$ cat config.mk
export PLATFORM = sky130hd
export DESIGN_NAME = current_switch_array_core
export DESIGN_NICKNAME = d
export VERILOG_FILES = /design/src/rtl/current_switch_array_pkg.sv /design/src/rtl/current_switch_array_core_popcount.sv /design/src/rtl/current_switch_array_core.sv
export SDC_FILE = /design/constraint.sdc
export NUM_CORES = 1
export LEC_CHECK = 0
export ABC_AREA = 1
export CAP_MARGIN = 20
export CORE_MARGIN = 8
export CORE_UTILIZATION = 40
export DETAILED_ROUTE_END_ITERATION = 10
export HOLD_SLACK_MARGIN = 0.15
export PLACE_DENSITY_LB_ADDON = 0.25
export SLEW_MARGIN = 5
export SYNTH_ARGS = -nofsm -noshare
export SYNTH_HDL_FRONTEND = slang
export SYNTH_SLANG_ARGS = --single-unit
export TNS_END_PERCENT = 30
$ cat constraint.sdc
create_clock -name clk -period 10.03 [get_ports clk]
set_input_delay 2.006 -clock clk [delete_from_list [all_inputs] [get_ports clk]]
set_output_delay 2.006 -clock clk [all_outputs]
set_load 0.01 [all_outputs]
$ cat src/rtl/current_switch_array_pkg.sv
// current_switch_array_pkg: shared constants and voltage type for the current switch array
package current_switch_array_pkg;
  localparam int FRAC_BITS = 12;
  localparam int N_ARRAY_DEF = 47;
  localparam int W_IN_DEF = 18;
  localparam int W_OUT_DEF = 16;
  localparam int GAIN_Q16_DEF = 5243;
  localparam int V_OUT_MAX_DEF = 20480;
  localparam int ALPHA_SHIFT_DEF = 2;
  typedef logic signed [W_OUT_DEF-1:0] q12_t;
endpackage

$ cat src/rtl/current_switch_array_core_popcount.sv
// ctrl_popcount: combinational ones counter built as a recursive adder tree
//   bits_i [N-1:0]  input vector
//   cnt_o  [W-1:0]  number of ones in bits_i
module ctrl_popcount #(
  parameter int N = 47,
  parameter int W = $clog2(N + 1)
) (
  input  logic [N-1:0] bits_i,
  output logic [W-1:0] cnt_o
);
  generate
    if (N == 1) begin : g_leaf
      assign cnt_o = W'(bits_i);
    end else begin : g_node
      localparam int NL = N / 2;
      localparam int NH = N - NL;
      logic [$clog2(NL+1)-1:0] cnt_lo;
      logic [$clog2(NH+1)-1:0] cnt_hi;
      ctrl_popcount #(.N(NL)) u_lo (.bits_i(bits_i[NL-1:0]), .cnt_o(cnt_lo));
      ctrl_popcount #(.N(NH)) u_hi (.bits_i(bits_i[N-1:NL]), .cnt_o(cnt_hi));
      assign cnt_o = W'(cnt_lo) + W'(cnt_hi);
    end
  endgenerate
endmodule

$ cat src/rtl/current_switch_array_core.sv
// current_switch_array_core: unary switched-current cell bank driving a resistive load
//   clk    emulation clock, rising edge
//   rst_n  synchronous active-low reset
//   v_in   signed Q6.12 input voltage
//   ctrl   cell enables, only the number of ones matters
//   v_out  signed Q4.12 load voltage, registered, 3-register latency
//   CURRENT_SWITCH_ARRAY_FILTER_EN selects the first-order low-pass output stage
module current_switch_array_core
  import current_switch_array_pkg::*;
#(
  parameter int N_ARRAY = N_ARRAY_DEF,
  parameter int W_IN = W_IN_DEF,
  parameter int W_OUT = W_OUT_DEF,
  parameter int GAIN_Q16 = GAIN_Q16_DEF,
  parameter int V_OUT_MAX = V_OUT_MAX_DEF,
  parameter int ALPHA_SHIFT = ALPHA_SHIFT_DEF
) (
  input  logic                    clk,
  input  logic                    rst_n,
  input  logic signed [W_IN-1:0]  v_in,
  input  logic [N_ARRAY-1:0]      ctrl,
  output logic signed [W_OUT-1:0] v_out
);
  localparam int WP = $clog2(N_ARRAY + 1);
  logic [WP-1:0] pop_d, pop_q;
  logic signed [W_IN-1:0] vin_q;
  logic signed [W_OUT-1:0] target_d, target_q, v_out_d, v_out_q;
  logic signed [47:0] prod, rnd;
`ifdef CURRENT_SWITCH_ARRAY_FILTER_EN
  logic signed [W_OUT:0] diff, step;
`endif
  ctrl_popcount #(.N(N_ARRAY)) u_pop (.bits_i(ctrl), .cnt_o(pop_d));
  always_comb begin
    prod = 48'(vin_q) * $signed(48'(pop_q)) * 48'(GAIN_Q16);
    rnd = (prod + 48'sd32768) >>> 16;
    target_d = rnd > 48'(V_OUT_MAX) ? W_OUT'(V_OUT_MAX) :
               rnd < -48'(V_OUT_MAX) ? W_OUT'(-V_OUT_MAX) : W_OUT'(rnd);
`ifdef CURRENT_SWITCH_ARRAY_FILTER_EN
    diff = (W_OUT+1)'(target_q) - (W_OUT+1)'(v_out_q);
    // arithmetic shift of a negative diff never reaches 0, so only small positive gaps need the 1-LSB nudge
    step = (diff > 0 && (diff >>> ALPHA_SHIFT) == 0) ? (W_OUT+1)'(1) : diff >>> ALPHA_SHIFT;
    v_out_d = W_OUT'(v_out_q + step);
`else
    v_out_d = target_q;
`endif
  end
  always_ff @(posedge clk) begin
    if (!rst_n) begin
      pop_q <= '0;
      vin_q <= '0;
      target_q <= '0;
      v_out_q <= '0;
    end else begin
      pop_q <= pop_d;
      vin_q <= v_in;
      target_q <= target_d;
      v_out_q <= v_out_d;
    end
  end
  assign v_out = v_out_q;
endmodule

* Word level (Yosys, flattened, before mapping)
Cells that the tools add are included.
** Word-level totals
- Register bits after elaboration :: 56
- Bits in latches :: 0
- Memory bits (writable) :: 0
- Bits in read-only memories :: 0
- Input bits :: 67
- Output and inout bits :: 16
- Word-level logic and storage cells :: 62
- Memories :: 0
** Cells by class
- Add/sub/neg operators :: 47
- $mul :: 2
- Divide/modulo/power cells :: 0
- Magnitude comparators :: 2
- Equality and inequality tests :: 0
- Shifts and indexed selects :: 0
- Multiplexer cells :: 2
- Bitwise operators :: 1
- Reduce and logical (&&, ||, !) cells :: 2
** Operators by type and width (number)
- 39-bit by 17-bit adder with 40-bit output, second input constant :: 1
- 25-bit by 14-bit multiplier with 39-bit output, second input constant :: 1
- 1-bit by 1-bit adder with 2-bit output :: 16
- 1-bit by 2-bit adder with 2-bit output :: 15
- 18-bit by 7-bit multiplier with 25-bit output :: 1
- 2-bit by 2-bit adder with 3-bit output :: 8
- 24-bit by 16-bit > comparator with 1-bit output, second input constant :: 1
- 24-bit by 16-bit < comparator with 1-bit output, second input constant :: 1
- 3-bit by 3-bit adder with 4-bit output :: 4
- 16-bit 2-to-1 mux :: 1
- 15-bit 2-to-1 mux :: 1
- 4-bit by 4-bit adder with 5-bit output :: 2
- 5-bit by 5-bit adder with 6-bit output :: 1
- 3-bit OR reduction :: 1
- 2-bit OR reduction :: 1
- 1-bit NOT :: 1

* Longest topological paths before layout
Gate-level depths: netlist of run 1.
- Depth after elaboration :: 6
- Mapped depth :: 55
- Mapped depth without buffers :: 52

* By module
Synthesis of run 1 repeated with hierarchy kept, for this count alone.
** Second synthesis, totals
- Cell total of the unflattened synthesis :: 2256
- Area, all modules :: 16156.7 um^2
** Modules (own cells, without submodules)
- current_switch_array_core :: times used 1, cells an instance 1915, area each 13823.3 um^2, sequential area each 1121.1 um^2
- ctrl_popcount (u_pop.g_node.u_hi.g_node.u_hi.g_node.u_hi.g_node.u_hi ...) :: times used 15, cells an instance 6, area each 31.3 um^2, sequential area each 0.0 um^2
- ctrl_popcount (u_pop.g_node.u_hi.g_node.u_hi.g_node.u_hi ...) :: times used 8, cells an instance 7, area each 51.3 um^2, sequential area each 0.0 um^2
- ctrl_popcount (u_pop.g_node.u_hi.g_node.u_hi ...) :: times used 4, cells an instance 13, area each 98.8 um^2, sequential area each 0.0 um^2
- ctrl_popcount (u_pop.g_node.u_hi.g_node.u_hi.g_node.u_hi.g_node.u_hi.g_node.u_hi.g_node.u_hi ...) :: times used 47, cells an instance 1, area each 7.5 um^2, sequential area each 0.0 um^2
- ctrl_popcount (u_pop.g_node.u_hi ...) :: times used 2, cells an instance 25, area each 157.7 um^2, sequential area each 0.0 um^2
- ctrl_popcount (u_pop.g_node.u_hi.g_node.u_hi.g_node.u_hi.g_node.u_hi.g_node.u_hi ...) :: times used 16, cells an instance 1, area each 12.5 um^2, sequential area each 0.0 um^2
- ctrl_popcount (u_pop) :: times used 1, cells an instance 30, area each 190.2 um^2, sequential area each 0.0 um^2

* Worst setup path after synthesis of run 1
Ideal clock, no wire load.
- Kind :: flip-flop to flip-flop
- Start point :: register pop_q[2]
- End point :: register target_q[1]
- Library setup time :: 62 ps
- Arrival :: 9230 ps
- Required time :: 9968 ps
- Setup slack :: 738 ps
- Stages on the path, launching flop included :: 47
- Path buffers :: 3
- Clock period less this slack :: 9292 ps
- Cell sequence :: dfxtp_1 clkbuf_1 clkbuf_1 nand2_1 inv_1 fa_1 fa_1 fa_1 inv_1 fa_1 inv_1 ha_1 nand2_1 nor4_2 nand2_1 nand2_2 a21oi_1 xnor2_1 [11 not listed] inv_1 ha_1 nand2_1 nor2_1 inv_1 nor2_1 and2_1 nand2_1 nand2_1 nand2_1 nand2_1 nand3_1 nor2_2 nand4_1 nand3_2 nand3_2 buf_6 nor2_2
** On the way
- Word-level cells in the longest chain between the ends :: 5
- Elaborated cells on any way between the ends :: 6
- Those cells by class :: 1 x add/sub; 2 x mul; 2 x order compare; 1 x reduce/logical
** Ends and longest elaborated chain
- start: declaration :: line current_switch_array_core.sv:25 : logic [WP-1:0] pop_d, pop_q;
- start signal: assignment :: line current_switch_array_core.sv:54 : pop_q <= pop_d;
- 18-bit by 7-bit multiplier with 25-bit output (*) :: line current_switch_array_core.sv:34 : prod = 48'(vin_q) * $signed(48'(pop_q)) * 48'(GAIN_Q16);
- 25-bit by 14-bit multiplier with 39-bit output (*) :: line current_switch_array_core.sv:34
- 39-bit by 17-bit adder with 40-bit output (*) :: line current_switch_array_core.sv:35 : rnd = (prod + 48'sd32768) >>> 16;
- 24-bit by 16-bit > comparator with 1-bit output or 24-bit by 16-bit < comparator with 1-bit output (tied branches) :: line current_switch_array_core.sv:36, current_switch_array_core.sv:37
- 3-bit OR reduction (no line)
- end signal: assignment :: line current_switch_array_core.sv:56 : target_q <= target_d;
- end: declaration :: line current_switch_array_core.sv:27 : logic signed [W_OUT-1:0] target_d, target_q, v_out_d, v_out_q;
Mark *: on every way between the ends. The rest lies on a longest branch, timed or not.
A chain may end at the register's enable or synchronous reset.

* Worst setup path after layout of run 1
- Start point :: register pop_q[1]
- End point :: register target_q[10]
The elaborated chain is that of the path after synthesis.

==> results of run 1 <==
==> sequential cells by signal (all words and copies together), names as in the netlist <==
register	cells
v_out	16
vin_q	18
target_q	16
pop_q	6
==> timing repair <==
| item | CTS | global route |
|---|---|---|
| pin swaps | 0 | 23 |
| cloned | 0 | 1 |
| endpoints found under the setup margin | 16 | 16 |
| hold buffers | 0 | 0 |
| resized for setup | 9 | 155 |
| setup buffers | 0 | 12 |
==> cells in the final DEF, fill, tap and decap left out, drive strengths merged, types with 2 or more instances in the layout <==
master           n
inv            685
nand2          572
fa             244
ha             192
nor2           114
clkdlybuf4s50   81
nand3           59
buf             57
dfxtp           56
a21oi           51
xor2            33
xnor2           22
o21ai           20
nand4           13
o21bai          12
clkbuf           7
nand3b           6
nor3             6
nor4             4
a21o             3
or2              2
a31oi            2
a21boi           2
==> layout make-up <==
cell class | count | area (µm²)
Fill cell | 3839 | 19700
Timing Repair Buffer | 139 | 1270
Inverter | 684 | 2570
Clock buffer | 6 | 129
Multi-Input combinational cell | 1363 | 12200
Clock inverter | 2 | 38.8
Sequential cell | 56 | 1140
Tap cell | 511 | 639
==> cell families after synthesis <==
logic type	count (synthesis)	synth area share (%)
adder cells (fa/ha/maj)	436	47.7
XOR/XNOR	55	3.25
buffers and inverters	704	17.4
AO/OA/AOI/OAI	95	3.62
AND/OR/NAND/NOR	777	20.7
flip-flops	56	7.34
==> worst paths after layout <==
check | endpoint | slack (ns) | cells after the start
max | target_q[10]$_SDFF_PP0_ | 0.44 | 49
min reg2reg | v_out[7]$_SDFF_PN0_ | 0.42 | 2
min | v_out[7]$_SDFF_PN0_ | 0.42 | 2
max reg2reg | target_q[10]$_SDFF_PP0_ | 0.44 | 49
==> per-stage QoR <==
step | hold slack (ns) | util [%]
6_report | 0.419 | 47.8
5_1_grt | 0.443 | 47.8
4_1_cts | 0.420 | 45.6
3_5_place_dp | 0.404 | 45.1
3_3_place_gp | 0.399 | 45.1
2_1_floorplan | 0.390 | -
==> per-layer routing <==
metal	wire (µm)	vias up	global-route usage, %	share of wire [%]
li1	-	6326	-	-
met1	18100	6003	24.4	46
met2	19000	202	30.5	49
met3	1270	44	2.00	3.2
met4	687	0	3.16	1.8
met5	0	-	0	0
==> critical path, delay by kind of cell (launching register included) <==
| kind | cells | cell delay (ns) |
|---|---|---|
| AO/OA/AOI/OAI | 3 | 0.55 |
| XOR/XNOR | 2 | 0.38 |
| adder cells (fa/ha/maj) | 11 | 5.13 |
| buffers and inverters | 14 | 1.34 |
| flip-flops | 1 | 0.39 |
| AND/OR/NAND/NOR | 19 | 1.74 |
==> results.md, run 1 <==
* Outcome: finished, final reports clean
* Post-synth net total at 2626
* Final Hold Vio Count at 0
* First DRT Iteration DRCs at 604
* Num rows at 71
* Number of port buffers at 82
* Post-layout min period at 9.59 ns
* Fin Setup TNS at 0 ns
* Starting Density at 40.5%
* Slowest stage delay, CP at 0.56 ns
* Asr flop ratio synth at 0%
* Max-slew violation count at 0
* Via/cell ratio at 4.55
* Worst-path clk slew at 0.07 ns
* Top post-synthesis cells by area: fa_1, inv_1, ha_1
* Net count, final at 2752
* Critical Path Source Type: flop
* TritonCTS Buffers at 5
* Avg Cell Area, Syn at 7.19 µm²
* Post-Route WL at 39100 µm
* Clock tree from TritonCTS: yes
* Core area at 37700 µm²
* First-pass GRT wire length at 64600 µm
* Slew headroom at 42.4%
* Root Buffer Master: clkbuf_16
* Final Worst Setup Slack at 0.440 ns
* Number of synthesized flops with an enable pin at 0
* Clk_skew at 0.00671 ns
* Post-Synthesis Cells at 2123
* Slowest CP cell: fa_1
* Clk Latency, worst-skew pair at 0.31 ns
* Seq/Total Area, Yosys at 7.34%
* Initial antenna violation count at 0
* Setup violators final at 0
* DR vias at 12575
* Final worst-path cycle share at 95.6%
* Total GRT Usage at 17.9%
* WP data arrival at 9.83 ns
* Hpwl dp at 35200 µm
* DRT antenna net count at 0
* Worst Max-Slew Pin Slew at 0.865 ns
* Cell area after synthesis at 15300 µm²
* Largest net degree at the start of global routing at 44
* Layout cells sized above 1 at 10.6%
* Synth warnings at 0
* Die area at 44700 µm²
* Main synth FF type: dfxtp_1
* H-Tree Depth at 2
* Layout area overhead at 17.8%
* List of most frequent post-synthesis cells: inv_1, nand2_1, fa_1, ha_1, nor2_1
* Max cap viols at 0
* Yosys cell types at 41
* Worst EP required at 10.27 ns
* Place WS at -0.313 ns
* Class of the worst hold path: flop to flop
* DR DRC count at 0
* Hold_sp: target_q[7]$_SDFF_PP0_
* Synth Register Bits at 56
* Initial DRT Pass Iterations at 6
* Io pins at 83
* WS Path Type: flop to flop
* Final RePlAce weighted congestion at 0.886
* Crit end category: flop
* Final instance area at 18000 µm²
* Overflow after GRT at 0
* Clk sinks at 56
* WL per Instance at 14.2 µm
* Total placed cells including tap cells at 2740
* Worst Path Max Fanout at 10
* Share of the synthesized area in the top cell type at 32.0%
* Critical Path Start: pop_q[1]$_SDFF_PN0_
* DP Area at 17000 µm²
* Worst r2r src: pop_q[1]$_SDFF_PN0_
* Vias in the first global route at 12828
* Max Freq at 0.104 GHz
* Die Y at 211 µm
* Most numerous cell in the Yosys netlist: inv_1
* Fin cells at 2761
* Synth area leader: fa_1
* Max clock buf depth at 2
* Chip width at 211 µm
* N_diodes at 0
Power of run 1 is not shown: default switching activity piles up to over one toggle a cycle in this logic, so the estimate is an artifact.
==> inputs of run 2 (changes only) <==
Clock period 10.03 ns to 7.8 ns, I/O delays scaled along.
==> results.md, run 2 (synthesized netlist as in run 1, its figures left out) <==
* Root Buffer Master: clkbuf_16 (unchanged)
* TritonCTS Buffers at 5 (unchanged)
* Layout cells sized above 1 at 27.4% (was 10.6%)
* DRT antenna net count at 0 (unchanged)
* Clk sinks at 56 (unchanged)
* Reg2Reg Setup Slack at -1.52 ns (was 0.44 ns)
* H-Tree Depth at 2 (unchanged)
* Post-layout min period at 9.32 ns (was 9.59 ns)
* Max clock buf depth at 2 (unchanged)
* Met3 Use GR at 2.28% (was 2.00%)
* First DRT Iteration DRCs at 529 (was 604)
* Num rows at 71 (unchanged)
* Io pins at 83 (unchanged)
* WL per Instance at 13.6 µm (was 14.2 µm)
* Critical Path Source Type: flop (unchanged)
* Max reg flops at 18 (unchanged)
* Critical Path Start: pop_q[3]$_SDFF_PN0_ (was pop_q[1]$_SDFF_PN0_)
* Critical R2R Capture: target_q[1]$_SDFF_PP0_ (was target_q[10]$_SDFF_PP0_)
* Core area at 37700 µm² (unchanged)
* RSZ-0062 raised after global routing: yes
* DP Area at 19300 µm² (was 17000 µm²)
* Via/cell ratio at 4.53 (was 4.55)
* Initial antenna violation count at 0 (unchanged)
* Worst Max-Slew Pin Slew at 0.893 ns (was 0.865 ns)
* # hold bufs at CTS at 0 (unchanged)
* Max Freq at 0.107 GHz (was 0.104 GHz)
* Layout area overhead at 39.6% (was 17.8%)
* Largest net degree at the start of global routing at 44 (unchanged)
* Most common cell after layout, fill and taps aside: inv_1 (unchanged)
* Number of port buffers at 82 (unchanged)
* Vias in the first global route at 14596 (was 12828)
* Outcome: finished with violations (was finished, final reports clean)
* Slew headroom at 40.5% (was 42.4%)
* Final Hold Vio Count at 0 (unchanged)
* Failing checks: negative setup slack
* GR Util met1 at 25.3% (was 24.4%)
* Final instance area at 21300 µm² (was 18000 µm²)
* Class of the worst hold path: flop to flop (unchanged)
* Layout fillers at 3482 (was 3839)
* Slowest stage delay, CP at 0.56 ns (about the same)
* Max-slew violation count at 0 (unchanged)
* Slowest CP cell: fa_1 (unchanged)
* Die area at 44700 µm² (unchanged)
* Final RePlAce weighted congestion at 0.949 (was 0.886)
* Post-Route WL at 41600 µm (was 39100 µm)
* Crit end category: flop (unchanged)
* Starting Density at 40.5% (unchanged)
* Fin Setup TNS at -23.87 ns (was 0 ns)
* Final Worst Setup Slack at -1.52 ns (was 0.440 ns)
* Clk Latency, worst-skew pair at 0.32 ns (was 0.31 ns)
* First-pass GRT wire length at 70100 µm (was 64600 µm)
* N_diodes at 0 (unchanged)
* Clock tree from TritonCTS: yes (unchanged)
* Worst EP required at 8.06 ns (was 10.27 ns)
* Top reg by flops: vin_q (unchanged)
* Final worst-path cycle share at 119% (was 95.6%)
* Worst reg2reg path depth at 48 (was 49)
* Worst r2r src: pop_q[3]$_SDFF_PN0_ (was pop_q[1]$_SDFF_PN0_)
* Max cap viols at 0 (unchanged)
* Clk_skew at 0.00558 ns (was 0.00671 ns)
* DR vias at 13848 (was 12575)
* WP data arrival at 9.58 ns (was 9.83 ns)
* Total GRT Usage at 19.1% (was 17.9%)
* Worst Path Max Fanout at 6 (was 10)
* Gr busiest metal: met2 (unchanged)
* WS Path Type: flop to flop (unchanged)
* Overflow after GRT at 0 (unchanged)
* Crit path to: target_q[1]$_SDFF_PP0_ (was target_q[10]$_SDFF_PP0_)
* Setup violators final at 16 (was 0)
* Net count, final at 3049 (was 2752)
* Chip width at 211 µm (unchanged)
* Most Frequent Cell on Critical Path: nand2_1
* Met2 Use GR at 33.4% (was 30.5%)
* Worst-path clk slew at 0.08 ns (was 0.07 ns)
* Hpwl dp at 35900 µm (was 35200 µm)
* Die Y at 211 µm (unchanged)
* WHS at 0.427 ns (was 0.419 ns)
* DR DRC count at 0 (unchanged)
* Hold_sp: target_q[15]$_SDFF_PP0_ (was target_q[7]$_SDFF_PP0_)
* Initial DRT Pass Iterations at 5 (was 6)
* Most frequent cells in the layout: inv_1, nand2_1, buf_4 (was inv_1, nand2_1, fa_1)
-- run 2: cell count changes in the layout (fill, tap and decap cells not counted), sizes merged --
cell    previous run  this run
buf               57       355
clkbuf             7         5
bufinv             1         0
inv              685       687
-- run 2: layout make-up --
type                       instances  area [µm²]  share of cell area, %
tap                              511         639                   3.00
clock inverter                     3        28.8                  0.135
timing repair buffer             436        3610                   16.9
multi-input combinational       1363       13200                   62.0
inverter                         684        2570                   12.1
sequential                        56        1130                   5.31
clock buffer                       5         125                  0.587
-- run 2: critical path, delay by kind of cell, from the launching register on --
family                   cells  cell delay [ns]
AO/OA/AOI/OAI                1             0.11
XOR/XNOR                     2             0.35
flip-flops                   1             0.44
AND/OR/NAND/NOR             21             1.94
adder cells (fa/ha/maj)     11             4.95
buffers and inverters       13             1.42
-- run 2: layer usage --
metal  vias to the layer above  routed length, µm
met4                         0                830
met2                       200              20700
met5                         -                  0
li1                       6929                  -
met3                        56               1190
met1                      6663              18800
-- run 2: worst min path at each step --
stage | end | slack (ns) | cells after the start
final | v_out[15]$_SDFF_PN0_ | 0.43 | 2
after global routing | v_out[12]$_SDFF_PN0_ | 0.45 | 2
after CTS | v_out[15]$_SDFF_PN0_ | 0.43 | 2
after detailed placement | v_out[15]$_SDFF_PN0_ | 0.41 | 2
after global placement | v_out[15]$_SDFF_PN0_ | 0.41 | 2
after floorplan | v_out[0]$_SDFF_PN0_ | 0.39 | 2
-- run 2: stage by stage --
| step | setup slack [ns] | cells | util, % |
|---|---|---|---|
| finish | -1.52 | 3058 | 56.6 |
| global route | -1.93 | 3058 | 56.6 |
| CTS | -1.42 | 3038 | 54.9 |
| detailed placement | -2.16 | 2989 | 51.3 |
| global placement | -2.11 | 2989 | 51.3 |
| floorplan | -0.955 | 2123 | - |
-- run 2: timing repair --
| action | CTS | global route |
|---|---|---|
| endpoints found under the setup margin | 16 | 16 |
| gates cloned | 1 | 0 |
| pin swaps | 109 | 92 |
| resized for setup | 187 | 121 |
| endpoints found under the hold margin | 0 | 0 |
| buffers inserted | 40 | 20 |
Power of run 2 is left out for the same reason.
